## config.mk

```make
export PLATFORM = sky130hd
export DESIGN_NAME = spi_regfile_target
export DESIGN_NICKNAME = d
export VERILOG_FILES = /design/src/rtl/spi_pkg.sv /design/src/rtl/spi_edge_sync.sv /design/src/rtl/spi_regfile_target.sv
export SDC_FILE = /design/constraint.sdc
export NUM_CORES = 1
export LEC_CHECK = 0
export ABC_AREA = 1
export BUFFER_PORTS_ARGS = -buffer_cell sky130_fd_sc_hd__buf_2
export CORE_ASPECT_RATIO = 0.9
export CORE_MARGIN = 3
export CORE_UTILIZATION = 40
export DETAILED_ROUTE_END_ITERATION = 6
export PLACE_DENSITY = 0.63
export REMOVE_ABC_BUFFERS = 1
export SKIP_CTS_REPAIR_TIMING = 1
export SYNTH_ARGS = -nofsm -noshare
export SYNTH_HDL_FRONTEND = slang
export SYNTH_SLANG_ARGS = --single-unit
```

## constraint.sdc

```tcl
create_clock -name iclk -period 2.5 [get_ports iclk]
set_input_delay 0 -clock iclk [delete_from_list [all_inputs] [get_ports iclk]]
set_output_delay 0 -clock iclk [all_outputs]
set_load 0.05 [all_outputs]
```

## src/rtl/spi_pkg.sv

```systemverilog
// Shared types and helpers for the SPI register-file target.
// Frame layout: 8-bit command word, then a burst of data words.
package spi_pkg;

  typedef enum logic [1:0] {
    IDLE,
    CMD,
    DATA
  } spi_state_t;

  localparam int CMD_W  = 8;
  localparam int RW_BIT = 7;
  localparam int ADDR_W = 7;

  function automatic logic [ADDR_W-1:0] addr_wrap(
    input logic [ADDR_W-1:0] addr,
    input int                num_regs
  );
    if (int'(addr) == num_regs - 1)
      return '0;
    return addr + ADDR_W'(1);
  endfunction

endpackage

```

## src/rtl/spi_edge_sync.sv

```systemverilog
// Two-flop synchroniser plus one history flop for edge detection.
// rise/fall are single-cycle pulses derived from the synchronised level.
module spi_edge_sync (
  input  logic iclk,
  input  logic rst,
  input  logic din,
  output logic sync,
  output logic rise,
  output logic fall
);

  logic s1;
  logic s2;
  logic s3;

  always_ff @(posedge iclk) begin
    if (rst) begin
      s1 <= 1'b0;
      s2 <= 1'b0;
      s3 <= 1'b0;
    end else begin
      s1 <= din;
      s2 <= s1;
      s3 <= s2;
    end
  end

  assign sync = s2;
  assign rise = s2 & ~s3;
  assign fall = ~s2 & s3;

endmodule

```

## src/rtl/spi_regfile_target.sv

```systemverilog
// SPI mode-0 target with an oversampled serial port and a burst register file.
// Low addresses are writable, the rest mirror rd_regs; frames end on sclk idle.
module spi_regfile_target
  import spi_pkg::*;
#(
  parameter int              DATA_W      = 8,
  parameter int              NUM_REGS    = 60,
  parameter int              NUM_WR      = 4,
  parameter int              TIMEOUT_CYC = 64,
  parameter logic [DATA_W-1:0] WR_RST_VAL = '0
) (
  input  logic                              iclk,
  input  logic                              rst,
  input  logic                              sclk,
  input  logic                              serial_in,
  output logic                              serial_out,
  input  logic [(NUM_REGS-NUM_WR)*DATA_W-1:0] rd_regs,
  output logic [NUM_WR*DATA_W-1:0]          wr_regs,
  output logic [NUM_WR-1:0]                 wr_strobe,
  output logic                              frame_active,
  output logic                              addr_err
);

  localparam int RX_W  = (DATA_W > CMD_W) ? DATA_W : CMD_W;
  localparam int CNT_W = $clog2(RX_W) + 1;
  localparam int TO_W  = $clog2(TIMEOUT_CYC + 1);
  localparam int MAP_N = 2 ** ADDR_W;

  localparam logic [CNT_W-1:0] CMD_LAST  = CNT_W'(CMD_W - 1);
  localparam logic [CNT_W-1:0] DATA_LAST = CNT_W'(DATA_W - 1);
  localparam logic [TO_W-1:0]  TO_MAX    = TO_W'(TIMEOUT_CYC);

  logic sclk_rise;
  logic sclk_fall;
  logic sclk_lvl;

  spi_edge_sync u_sclk_sync (
    .iclk (iclk),
    .rst  (rst),
    .din  (sclk),
    .sync (sclk_lvl),
    .rise (sclk_rise),
    .fall (sclk_fall)
  );

  logic din_s1;
  logic din_s;

  always_ff @(posedge iclk) begin
    if (rst) begin
      din_s1 <= 1'b0;
      din_s  <= 1'b0;
    end else begin
      din_s1 <= serial_in;
      din_s  <= din_s1;
    end
  end

  spi_state_t          state;
  logic [CNT_W-1:0]    bit_cnt;
  logic [TO_W-1:0]     to_cnt;
  logic [RX_W-1:0]     rx;
  logic [DATA_W-1:0]   tx;
  logic [ADDR_W-1:0]   addr;
  logic                rw;
  logic                commit_en;
  logic [ADDR_W-1:0]   commit_addr;
  logic [DATA_W-1:0]   commit_data;
  logic [DATA_W-1:0]   wr_q [NUM_WR];
  logic [DATA_W-1:0]   map  [MAP_N];

  logic [RX_W-1:0]     rx_n;
  logic [ADDR_W-1:0]   cmd_addr;
  logic [ADDR_W-1:0]   addr_nxt;

  assign rx_n     = {rx[RX_W-2:0], din_s};
  assign cmd_addr = rx_n[ADDR_W-1:0];
  assign addr_nxt = addr_wrap(addr, NUM_REGS);

  // Unified read view; addresses beyond NUM_REGS read as zero.
  for (genvar i = 0; i < MAP_N; i++) begin : g_map
    if (i < NUM_WR) begin : g_wr
      assign map[i] = wr_q[i];
    end else if (i < NUM_REGS) begin : g_rd
      assign map[i] = rd_regs[(i-NUM_WR)*DATA_W +: DATA_W];
    end else begin : g_zero
      assign map[i] = '0;
    end
  end

  for (genvar i = 0; i < NUM_WR; i++) begin : g_out
    assign wr_regs[i*DATA_W +: DATA_W] = wr_q[i];
  end

  always_ff @(posedge iclk) begin
    if (rst) begin
      state        <= IDLE;
      bit_cnt      <= '0;
      to_cnt       <= '0;
      rx           <= '0;
      tx           <= '0;
      addr         <= '0;
      rw           <= 1'b0;
      commit_en    <= 1'b0;
      commit_addr  <= '0;
      commit_data  <= '0;
      serial_out   <= 1'b0;
      wr_strobe    <= '0;
      frame_active <= 1'b0;
      addr_err     <= 1'b0;
      for (int i = 0; i < NUM_WR; i++)
        wr_q[i] <= WR_RST_VAL;
    end else begin
      wr_strobe <= '0;
      commit_en <= 1'b0;
      for (int i = 0; i < NUM_WR; i++) begin
        if (commit_en && int'(commit_addr) == i) begin
          wr_q[i]      <= commit_data;
          wr_strobe[i] <= 1'b1;
        end
      end

      unique case (state)
        IDLE: begin
          serial_out <= 1'b0;
          tx         <= '0;
          to_cnt     <= '0;
          bit_cnt    <= '0;
          if (sclk_rise) begin
            state        <= CMD;
            frame_active <= 1'b1;
            addr_err     <= 1'b0;
            rx           <= rx_n;
            bit_cnt      <= CNT_W'(1);
          end
        end

        CMD, DATA: begin
          if (sclk_rise || sclk_fall)
            to_cnt <= '0;
          else if (to_cnt != TO_MAX)
            to_cnt <= to_cnt + TO_W'(1);

          if (sclk_rise) begin
            rx      <= rx_n;
            bit_cnt <= bit_cnt + CNT_W'(1);
            if (state == CMD && bit_cnt == CMD_LAST) begin
              state   <= DATA;
              bit_cnt <= '0;
              rw      <= rx_n[RW_BIT];
              addr    <= cmd_addr;
              if (!rx_n[RW_BIT]) begin
                tx <= map[cmd_addr];
                if (int'(cmd_addr) >= NUM_REGS)
                  addr_err <= 1'b1;
              end
            end else if (state == DATA && bit_cnt == DATA_LAST) begin
              bit_cnt <= '0;
              addr    <= addr_nxt;
              if (rw) begin
                if (int'(addr) < NUM_WR) begin
                  commit_en   <= 1'b1;
                  commit_addr <= addr;
                  commit_data <= rx_n[DATA_W-1:0];
                end else if (int'(addr) >= NUM_REGS) begin
                  addr_err <= 1'b1;
                end
              end else begin
                tx <= map[addr_nxt];
                if (int'(addr_nxt) >= NUM_REGS)
                  addr_err <= 1'b1;
              end
            end
          end else if (sclk_fall) begin
            serial_out <= tx[DATA_W-1];
            tx         <= tx << 1;
          end else if (to_cnt == TO_MAX) begin
            // Idle bus: drop any partial word and release POCI.
            state        <= IDLE;
            frame_active <= 1'b0;
            serial_out   <= 1'b0;
            bit_cnt      <= '0;
          end
        end

        default: begin
          state        <= IDLE;
          frame_active <= 1'b0;
        end
      endcase
    end
  end

  logic unused_lvl;
  assign unused_lvl = sclk_lvl;

endmodule

```

# Word-level counts from Yosys, hierarchy flattened
# Memories as Yosys holds them, arrays and structs flattened.
# Cells that the tools add are included.
[totals]
regBits = 64
latch_bits = 0
ram_bits = 32
mem_bits_ro = 0
input_bits = 452
out_inout_bits = 39
word_cells = 170
n_memories = 1
[memory_table]
columns = ["memory", "words", "width", "rd", "rd_ports_with_merged_regs", "write_ports", "line_no", "text"]
rows = [
  ["wr_q", 4, 8, 4, 0, 4, "spi_regfile_target.sv:69", "logic [DATA_W-1:0] wr_q [NUM_WR];"],
]
[classes]
addsub = 3
multipliers = 0
div_mod_pow = 0
order_cmp = 6
eq_ne = 29
shift = 0
n_mux = 72
n_bitwise = 15
reduce_logical = 25
[op_table]
columns = ["cell", "n"]
rows = [
  ["binary-select mux 8 bit (select 7 bit)", 2],
  ["two-way mux 8 bit", 14],
  ["two-way mux 7 bit", 6],
  ["two-way mux 1 bit", 33],
  ["!= test 3 bit, second input constant", 9],
  ["!= test 4 bit, second input constant", 6],
  [">= comparator 7 x 6 -> 1 bit, second input constant", 3],
  ["two-way mux 4 bit", 5],
  [">= comparator 8 bit, second input constant", 2],
  ["inverter 7 -> 8 bit", 2],
  ["case mux 8 bit (2 select lines)", 1],
  ["adder 7 x 1 -> 7 bit, second input constant", 2],
  ["== test 7 x 3 -> 1 bit, second input constant", 2],
  ["== test 7 bit, second input constant", 2],
  ["case mux 7 bit (2 select lines)", 1],
  ["AND reduction 3 bit", 4],
  ["two-way mux 2 bit", 5],
  ["!= test 2 bit, second input constant", 5],
  ["AND reduction 9 bit", 1],
  ["case mux 4 bit (2 select lines)", 1],
  ["AND reduction 4 bit", 2],
  ["== test 7 x 2 -> 1 bit, second input constant", 1],
  ["zero test 7 bit", 1],
  ["less-than comparator 7 x 3 -> 1 bit, second input constant", 1],
  ["other kinds (20)", 39],
]

# Logic depth before layout (Yosys ltp)
# Gate-level depths: netlist (run 1).
[depth]
depth_word = 12
depth_mapped = 19
mapped_depth_nobuf = 18

# By module
# Synthesis (run 1) repeated with hierarchy kept, for this count alone.
[hier_totals]
hier_cells = 2650
hier_area_um2 = 13862.0
[modules_own_cells]
columns = ["module", "instances", "cells_each", "area_each_um2", "seq_area_each_um2"]
rows = [
  ["spi_regfile_target", 1, 2638, 13768.2, 2182.1],
  ["spi_edge_sync", 1, 12, 93.8, 60.1],
]

# Worst setup path before layout (run 1)
# OpenSTA, ideal clock, no wires.
[synth_path]
kind = "reg2reg"
start = "register addr[0]"
end = "register tx[6]"
setup_time_ns = 0.132
arrival_ns = 1.918
required_time_ns = 2.368
slack_ns = 0.450
path_stages_with_launch = 19
path_buffers = 2
period_less_slack_ns = 2.050
path_cell_list = "dfxtp_1 -> ha_1 -> nand2_1 -> nor2_4 -> nand2_8 -> nand2b_2 -> buf_6 -> inv_4 -> nor2_2 -> buf_2 -> o21ai_1 -> nor2_1 -> nor2_1 -> nand2_1 -> nand3_1 -> nand2_1 -> nand2_1 -> nand2_1 -> a21oi_1"
[synth_between]
elab_chain_len = 12
elab_cells_between_ends = 13
classes_between = "1 x add/sub; 1 x eq/ne; 10 x mux; 1 x bitwise"
[synth_rtl]
columns = ["item", "line_no", "text"]
rows = [
  ["start, declared", "spi_regfile_target.sv:64", "logic [ADDR_W-1:0] addr;"],
  ["start signal, assigned", "spi_regfile_target.sv:151", "addr <= cmd_addr;"],
  ["start signal, assigned", "spi_regfile_target.sv:159", "addr <= addr_nxt;"],
  ["parallel branches: the longest is 2 deep, another holds adder 7 x 1 -> 7 bit", "-", ""],
  ["two-way mux 7 bit *", "spi_pkg.sv:21", "return addr + ADDR_W'(1);"],
  ["inverter 7 -> 8 bit (not written as such) *", "spi_regfile_target.sv:169", "tx <= map[addr_nxt];"],
  ["binary-select mux 8 bit (select 7 bit) *", "spi_regfile_target.sv:169", ""],
  ["two-way mux 8 bit (not written as such) * (2 in series)", "spi_regfile_target.sv:169", ""],
  ["two-way mux 8 bit *", "spi_regfile_target.sv:160", "if (rw) begin"],
  ["two-way mux 8 bit *", "spi_regfile_target.sv:157", "end else if (state == DATA && bit_cnt == DATA_LAST) begin"],
  ["two-way mux 8 bit *", "spi_regfile_target.sv:147", "if (state == CMD && bit_cnt == CMD_LAST) begin"],
  ["two-way mux 8 bit *", "spi_regfile_target.sv:144", "if (sclk_rise) begin"],
  ["case mux 8 bit (2 select lines) *", "spi_regfile_target.sv:123", "unique case (state)"],
  ["end signal, assigned", "spi_regfile_target.sv:153", "tx <= map[cmd_addr];"],
  ["end signal, assigned", "spi_regfile_target.sv:169", ""],
  ["end signal, assigned", "spi_regfile_target.sv:176", "tx <= tx << 1;"],
  ["end, declared", "spi_regfile_target.sv:63", "logic [DATA_W-1:0] tx;"],
]
# Every way passes the cells marked *. The select of a mux whose other input is x is not followed.
# A chain may end at the register's enable or synchronous reset.

# Worst setup path in the final report (run 1)
[layout_path]
start = "register addr[1]"
end = "register tx[0]"
# Same word-level chain as after synthesis.

==> results of run 1 <==
-- layout by cell type (no fill, tap or decap), drive strengths merged, types with 9 or more instances in the layout --
cell and n:
diode 11, nand3 432, nand3b 10, nand2 672, dfxtp 64, o21ai 326
inv 217, o211ai 81, a21oi 185, o22ai 24, ha 11, edfxtp 32
a211oi 12, nor2 324, nand4 9, buf 609, clkbuf 21
-- worst min-delay path: stages --
cell	delay, ns
dlygate4sd3_1	0.53
buf_2	0.10
inv_1	0.03
nor2_1	0.06
-- registers in the layout, indices dropped and copies added, names as in the netlist, 2 cells and up --
name and count:
addr 7, tx 8, wr_q 32, state 2
wr_strobe 4, commit_addr 7, rx 7, bit_cnt 4
commit_data 8, to_cnt 7
-- area by class of cell --
cell class	instances	area share, %
antenna	11	0.1508
multi-input combinational	2120	55.23
inverter	217	4.531
tap	462	3.167
clock inverter	6	0.2811
sequential	96	12.37
clock buffer	10	1.255
timing repair buffer	623	23.01
-- per-stage QoR --
step | hold WS (ns) | cells | util, % | total power [mW]
floorplan | 0.06907 | 2432 | - | 3.159
global placement | 0.2006 | 3490 | 50.49 | 4.210
detailed placement | 0.2069 | 3490 | 50.49 | 4.258
CTS | -0.1689 | 3506 | 51.31 | 5.607
global route | 0.4116 | 3544 | 53.25 | 6.004
finish | 0.3887 | 3545 | 53.25 | 5.701
-- where the power goes --
group / switching (mW) / internal [mW]
Sequential: 0.0818 / 1.69
Clock: 0.663 / 0.694
Combinational: 1.66 / 0.916
-- cell families after synthesis --
family / count (synthesis) / share of synthesized area [%]
simple gates: 1463 / 44.38
compound gates: 641 / 25.07
buf+inv: 432 / 13.29
flops: 96 / 16.01
fa+ha+maj: 11 / 0.9829
xor+xnor: 3 / 0.1877
mux: 1 / 0.07149
-- worst max path at each step --
stage	cells after the start	slack (ns)	end
6_report	19	0.04	tx[0]$_SDFFE_PP0P_
5_1_grt	19	-0.04	tx[3]$_SDFFE_PP0P_
4_1_cts	19	-0.17	tx[3]$_SDFFE_PP0P_
3_5_place_dp	19	-0.15	tx[3]$_SDFFE_PP0P_
3_3_place_gp	19	-0.06	tx[3]$_SDFFE_PP0P_
2_1_floorplan	14	-6.06	tx[1]$_SDFFE_PP0P_
-- metal layers --
layer / vias up / part of all wire [%] / track usage [%] / routed length (um)
li1: 9701 / - / - / -
met1: 9634 / 38 / 49.52 / 29290
met2: 1595 / 44 / 59.73 / 34090
met3: 263 / 13 / 8.125 / 9888
met4: 0 / 4.6 / 16.79 / 3571
met5: - / 0 / 0 / 0
==> flow_summary.yaml, run 1 <==
setup_path:
  crit_type: "reg -> reg"
  cp_slowest_cell: "dfxtp_4"
  critPathLaunchType: "register"
  critPathTopFamily: "simple AND/OR/NAND/NOR gates"
  cp-startpoint: "addr[1]$_SDFFE_PP0P_"
  r2r_setup_slack_ns: 0.04
  reg2reg_to: "tx[0]$_SDFFE_PP0P_"
  r2r-start: "addr[1]$_SDFFE_PP0P_"
  cp_cell_sequence: "ha_4, nand2_4, nor2_4, nand2_8, nand2_8, clkbuf_16, buf_8, buf_4, nand2_1, nand3_1, nand3_1, nand3_1, nand2_1, nand2_1, nor2_2, nand2_1, nand2_1, nand2_1, a21oi_1"
  cpMostUsedCell: "nand2_1"
  critPathArrivalTime_ns: 2.75
  required_ns: 2.79
  cpPeakStageDelay_ns: 0.36
  end_kind: "register"
  reg2reg_depth: 19
  cp_max_fo: 9
  critPathBufInv: 3
place:
  io_buffers: 490
  place_area_mm2: 0.01730
  routabilityCongestion: 1.003
  place_hpwl_um: 55840
  dp_slack_ns: -0.1464
route:
  wl_per_cell_um: 21.68
  drc: 0
  vias: 21190
  ant_nets: 0
  wl_um: 76840
  drt_iter0_markers: 2779
  via_per_inst: 5.978
  dr.pass1.iters: 6
clocking:
  cts_tree: "yes"
  clockRootBuffer: "clkbuf_16"
  numCtsBuffers: 9
  cts.sinks: 96
  clockBufferDepth: 2
  cts.clk_slew.worst_paths_ns: 0.07
  clk_latency_ns: 0.36
  htreeDepth: 3
logic_synthesis:
  ys_seq_area_share_pct: 16.01
  synth_area_leader_cell: "nand2_1"
  syn_inst: 2647
  syn_area_mm2: 0.01400
  syn_avg_cell_area_um2: 5.290
  async_flop_share_pct: 0
  synth_area_leaders: "nand2_1 (18%), nand3_1 (15%), o21ai_0 (11%)"
  synth-seq-cells: 96
  yosysTopAreaCellShare_pct: 17.88
  yosys_warnings: 0
  synthFlopType: "dfxtp_1"
  synth_most_common_cell: "nand2_1"
  synth_edf_count: 32
  synth_cell_types: 45
  yosys-top-cells-count: "nand2_1 (667), nand3_1 (430), nor2_1 (318)"
timing:
  setup_violations: 0
  tns_ns: 0
  grt_setup_unrepaired: "yes"
  fin_skew_ns: 0.007020
  final.min_clock_period_ns: 2.457
  setup_slack_ns: 0.04309
  slew-limit-headroom_pct: 57.45
  finalMaxSlewViolations: 0
  max_slew.worst_pin.slew_ns: 0.6359
  period_share_pct: 98.28
  hold_viol: 0
  max_freq_ghz: 0.4070
finish:
  drive_gt1_share_pct: 23.08
  finalInstanceArea_mm2: 0.01825
  fin_nets: 3530
  syn_to_final_growth_pct: 30.35
  fill_cells: 3675
  multi_input_area_mm2: 0.01008
  seq_area_mm2: 0.002257
min_path:
  hold_end: "u_sclk_sync.s1$_SDFF_PP0_"
  min_from: "sclk"
  min_path_type: "in -> reg"
  hold_path_depth: 4
grt:
  grt_max_degree: 124
  globalRouteTotalUtil_pct: 37.71
  antenna_found_initial: 10
  grt_overflow: 0
  grt_pass1_vias: 19250
  grt_pass1_wl_um: 111000
die:
  die_y_um: 183.5
  core_area_mm2: 0.03427
  placementRows: 64
  start_util_pct: 40.85
  ios: 491
  die_w_um: 203.2
  die_area_mm2: 0.03729
power:
  ir_drop_v: 0.0004560
  leakagePower_nw: 8.754
  power.density_mw_per_mm2: 312.4
status:
  status: "completed"
flow_run:
  cap_violations: 0
(Power assumes the default switching activity.)
==> inputs of run 2 (changes only) <==
--- a/config.mk
+++ b/config.mk
@@ -5,13 +5,11 @@
 export SDC_FILE = /design/constraint.sdc
 export NUM_CORES = 1
 export LEC_CHECK = 0
-export ABC_AREA = 1
 export BUFFER_PORTS_ARGS = -buffer_cell sky130_fd_sc_hd__buf_2
-export CORE_ASPECT_RATIO = 0.9
-export CORE_MARGIN = 3
-export CORE_UTILIZATION = 40
+export CORE_AREA = 3 3 188 190
 export DETAILED_ROUTE_END_ITERATION = 6
-export PLACE_DENSITY = 0.63
+export DIE_AREA = 0 0 191 193
+export PLACE_DENSITY = 0.61
 export REMOVE_ABC_BUFFERS = 1
 export SKIP_CTS_REPAIR_TIMING = 1
 export SYNTH_ARGS = -nofsm -noshare
==> constraint.sdc (replaced) <==
create_clock -name iclk -period 2.5 [get_ports iclk]
set_input_delay 0.125 -clock iclk [delete_from_list [all_inputs] [get_ports iclk]]
set_output_delay 0.125 -clock iclk [all_outputs]
set_load 0.05 [all_outputs]
==> flow_summary.yaml, run 2 <==
logic_synthesis:
  syn_avg_cell_area_um2: 9.261
  syn_inst: 1378
  synth_area_leader_cell: "mux4_2"
  yosys-top-cells-count: "nand2_1 (187), mux4_2 (163), a21oi_1 (99)"
  syn_area_mm2: 0.01276
  yosysTopAreaCellShare_pct: 28.76
  yosys_warnings: 0
  async_flop_share_pct: 0
  synthFlopType: "dfxtp_1"
  synth_cell_types: 82
  ys_seq_area_share_pct: 17.57
  synth-seq-cells: 96
  synth_most_common_cell: "nand2_1"
  synth_area_leaders: "mux4_2 (29%), dfxtp_1 (10%), mux2i_1 (7.5%)"
  synth_edf_count: 32
die:
  die_w_um: 191
  placementRows: 67
  die_y_um: 193
  core_area_mm2: 0.03362
  start_util_pct: 37.96
  ios: 491
  die_area_mm2: 0.03686
finish:
  layout_common_cells: "buf_2 (490), buf_4 (239), nand2_1 (186)"
  layout_commonest_cell: "buf_2"
  fin_nets: 2501
  fin_util_pct: 55.08
  num_antenna_cells: 0
  syn_to_final_growth_pct: 45.08
  finalInstanceArea_mm2: 0.01852
  drive_gt1_share_pct: 51.54
  reg_top3: "wr_q: 32 flops, commit_data: 8 flops, tx: 8 flops"
  regMostFlops: "wr_q"
  largest_register_ff_count: 32
setup_path:
  cp_slowest_cell: "mux4_2"
  required_ns: 2.75
  cpMostUsedCell: "buf_12"
  cp_max_fo: 6
  critPathArrivalTime_ns: 2.96
  critPathLaunchType: "register"
  cpPeakStageDelay_ns: 0.54
  cp_cell_sequence: "and4b_2, a21oi_4, buf_12, buf_12, buf_8, mux4_2, o2111ai_4, o211ai_1, a221o_1"
  critPathTopFamily: "compound AO/OA/AOI/OAI gates"
  crit_type: "reg -> reg"
  critPathBufInv: 3
  end_kind: "register"
timing:
  setup_violations: 8
  slew-limit-headroom_pct: 45.03
  final.min_clock_period_ns: 2.709
  finalMaxSlewViolations: 0
  max_slew.worst_pin.slew_ns: 0.8216
  hold_slack_ns: -0.01311
  period_share_pct: 108.3
  max_freq_ghz: 0.3692
  grt_setup_unrepaired: "yes"
  fin_skew_ns: 0.01275
  hold_viol: 2
  setup_slack_ns: -0.2085
grt:
  grt_pass1_vias: 16020
  antenna_found_initial: 3
  grt_overflow: 0
  globalRouteTotalUtil_pct: 36.77
  grt_max_degree: 49
  grt_pass1_wl_um: 100900
clocking:
  cts.clk_slew.worst_paths_ns: 0.08
  clockBufferDepth: 2
  cts.sinks: 96
  htreeDepth: 3
  numCtsBuffers: 9
  cts_tree: "yes"
  clk_latency_ns: 0.37
  clockRootBuffer: "clkbuf_16"
route:
  dr.pass1.iters: 5
  drt_iter0_markers: 2007
  vias: 16170
  wl_per_cell_um: 28.97
  wl_um: 72170
  ant_nets: 0
  drc: 0
  via_per_inst: 6.490
power:
  total_power_mw: 4.783
  leakagePower_nw: 7.734
  ir_drop_v: 0.0002743
  power.density_mw_per_mm2: 258.3
place:
  io_buffers: 490
  routabilityCongestion: 0.9970
  place_hpwl_um: 58400
  place_area_mm2: 0.01733
status:
  status: "finished, violations left"
  violations: "negative hold slack, negative setup slack"
flow_run:
  cap_violations: 0
min_path:
  min_path_type: "in -> reg"
[run 2: cell types whose count changed after synthesis, moves of 39 or more]
cell      delta
mux2i_1     +95
mux4_2     +163
nor2_1     -234
inv_1      -186
o211ai_1    -70
and2_1      +43
a21oi_1     -86
o21ai_0    -250
nand2_1    -480
clkbuf_1    -45
buf_2       -39
nand3_1    -392
[run 2: area by class of cell]
cell class              count  area, um^2
clock buffers              10       229.0
flip-flops and latches     96        2267
repair buffers            780        5121
inverters                  17       67.56
fillers                  3183       15100
clock inverters             6       91.34
multi-input cells        1134       10180
well taps                 448       560.5
[run 2: cell families after synthesis]
group / Yosys count / synth area share [%]
DFF: 96 / 17.57
AOI/OAI and AO/OA: 374 / 19.99
adders and majority gates: 11 / 1.078
and+or+nand+nor: 473 / 17.63
xor gates and xnor gates: 8 / 0.5490
muxes: 268 / 37.09
buffers and inverters: 148 / 6.098
[run 2: final timing paths]
check | end | cells after the start | slack, ns | start
worst min-delay path | u_sclk_sync.s1$_SDFF_PP0_ | 2 | -0.01 | sclk
worst max-delay path | tx[0]$_SDFFE_PP0P_ | 9 | -0.21 | addr[5]$_SDFFE_PP0P_
worst min register to register | din_s$_SDFF_PP0_ | 1 | 0.44 | din_s1$_SDFF_PP0_
worst max register to register | tx[0]$_SDFFE_PP0P_ | 9 | -0.21 | addr[5]$_SDFFE_PP0P_
[run 2: where the power goes]
group	leakage [nW]	internal (mW)	switching (mW)
combinational	6.74	0.754	0.785
clock	0.145	0.883	0.698
sequential	0.853	1.63	0.0323
[run 2: layer usage]
| layer | vias up | routed length, um | track usage [%] |
|---|---|---|---|
| li1 | 6815 | - | - |
| met1 | 7944 | 27050 | 46.80 |
| met2 | 1197 | 33840 | 61.82 |
| met3 | 205 | 8337 | 7.811 |
| met4 | 6 | 2903 | 13.80 |
| met5 | - | 34 | 0 |
[run 2: stage by stage]
stage / setup WS (ns) / cells / TNS [ns]
final: -0.2085 / 2491 / -1.229
after global routing: -0.2761 / 2491 / -1.578
after CTS: -0.5948 / 2461 / -3.147
after detailed placement: -0.5466 / 2445 / -2.918
after global placement: -0.4578 / 2445 / -2.431
after floorplan: -5.178 / 1247 / -56.58
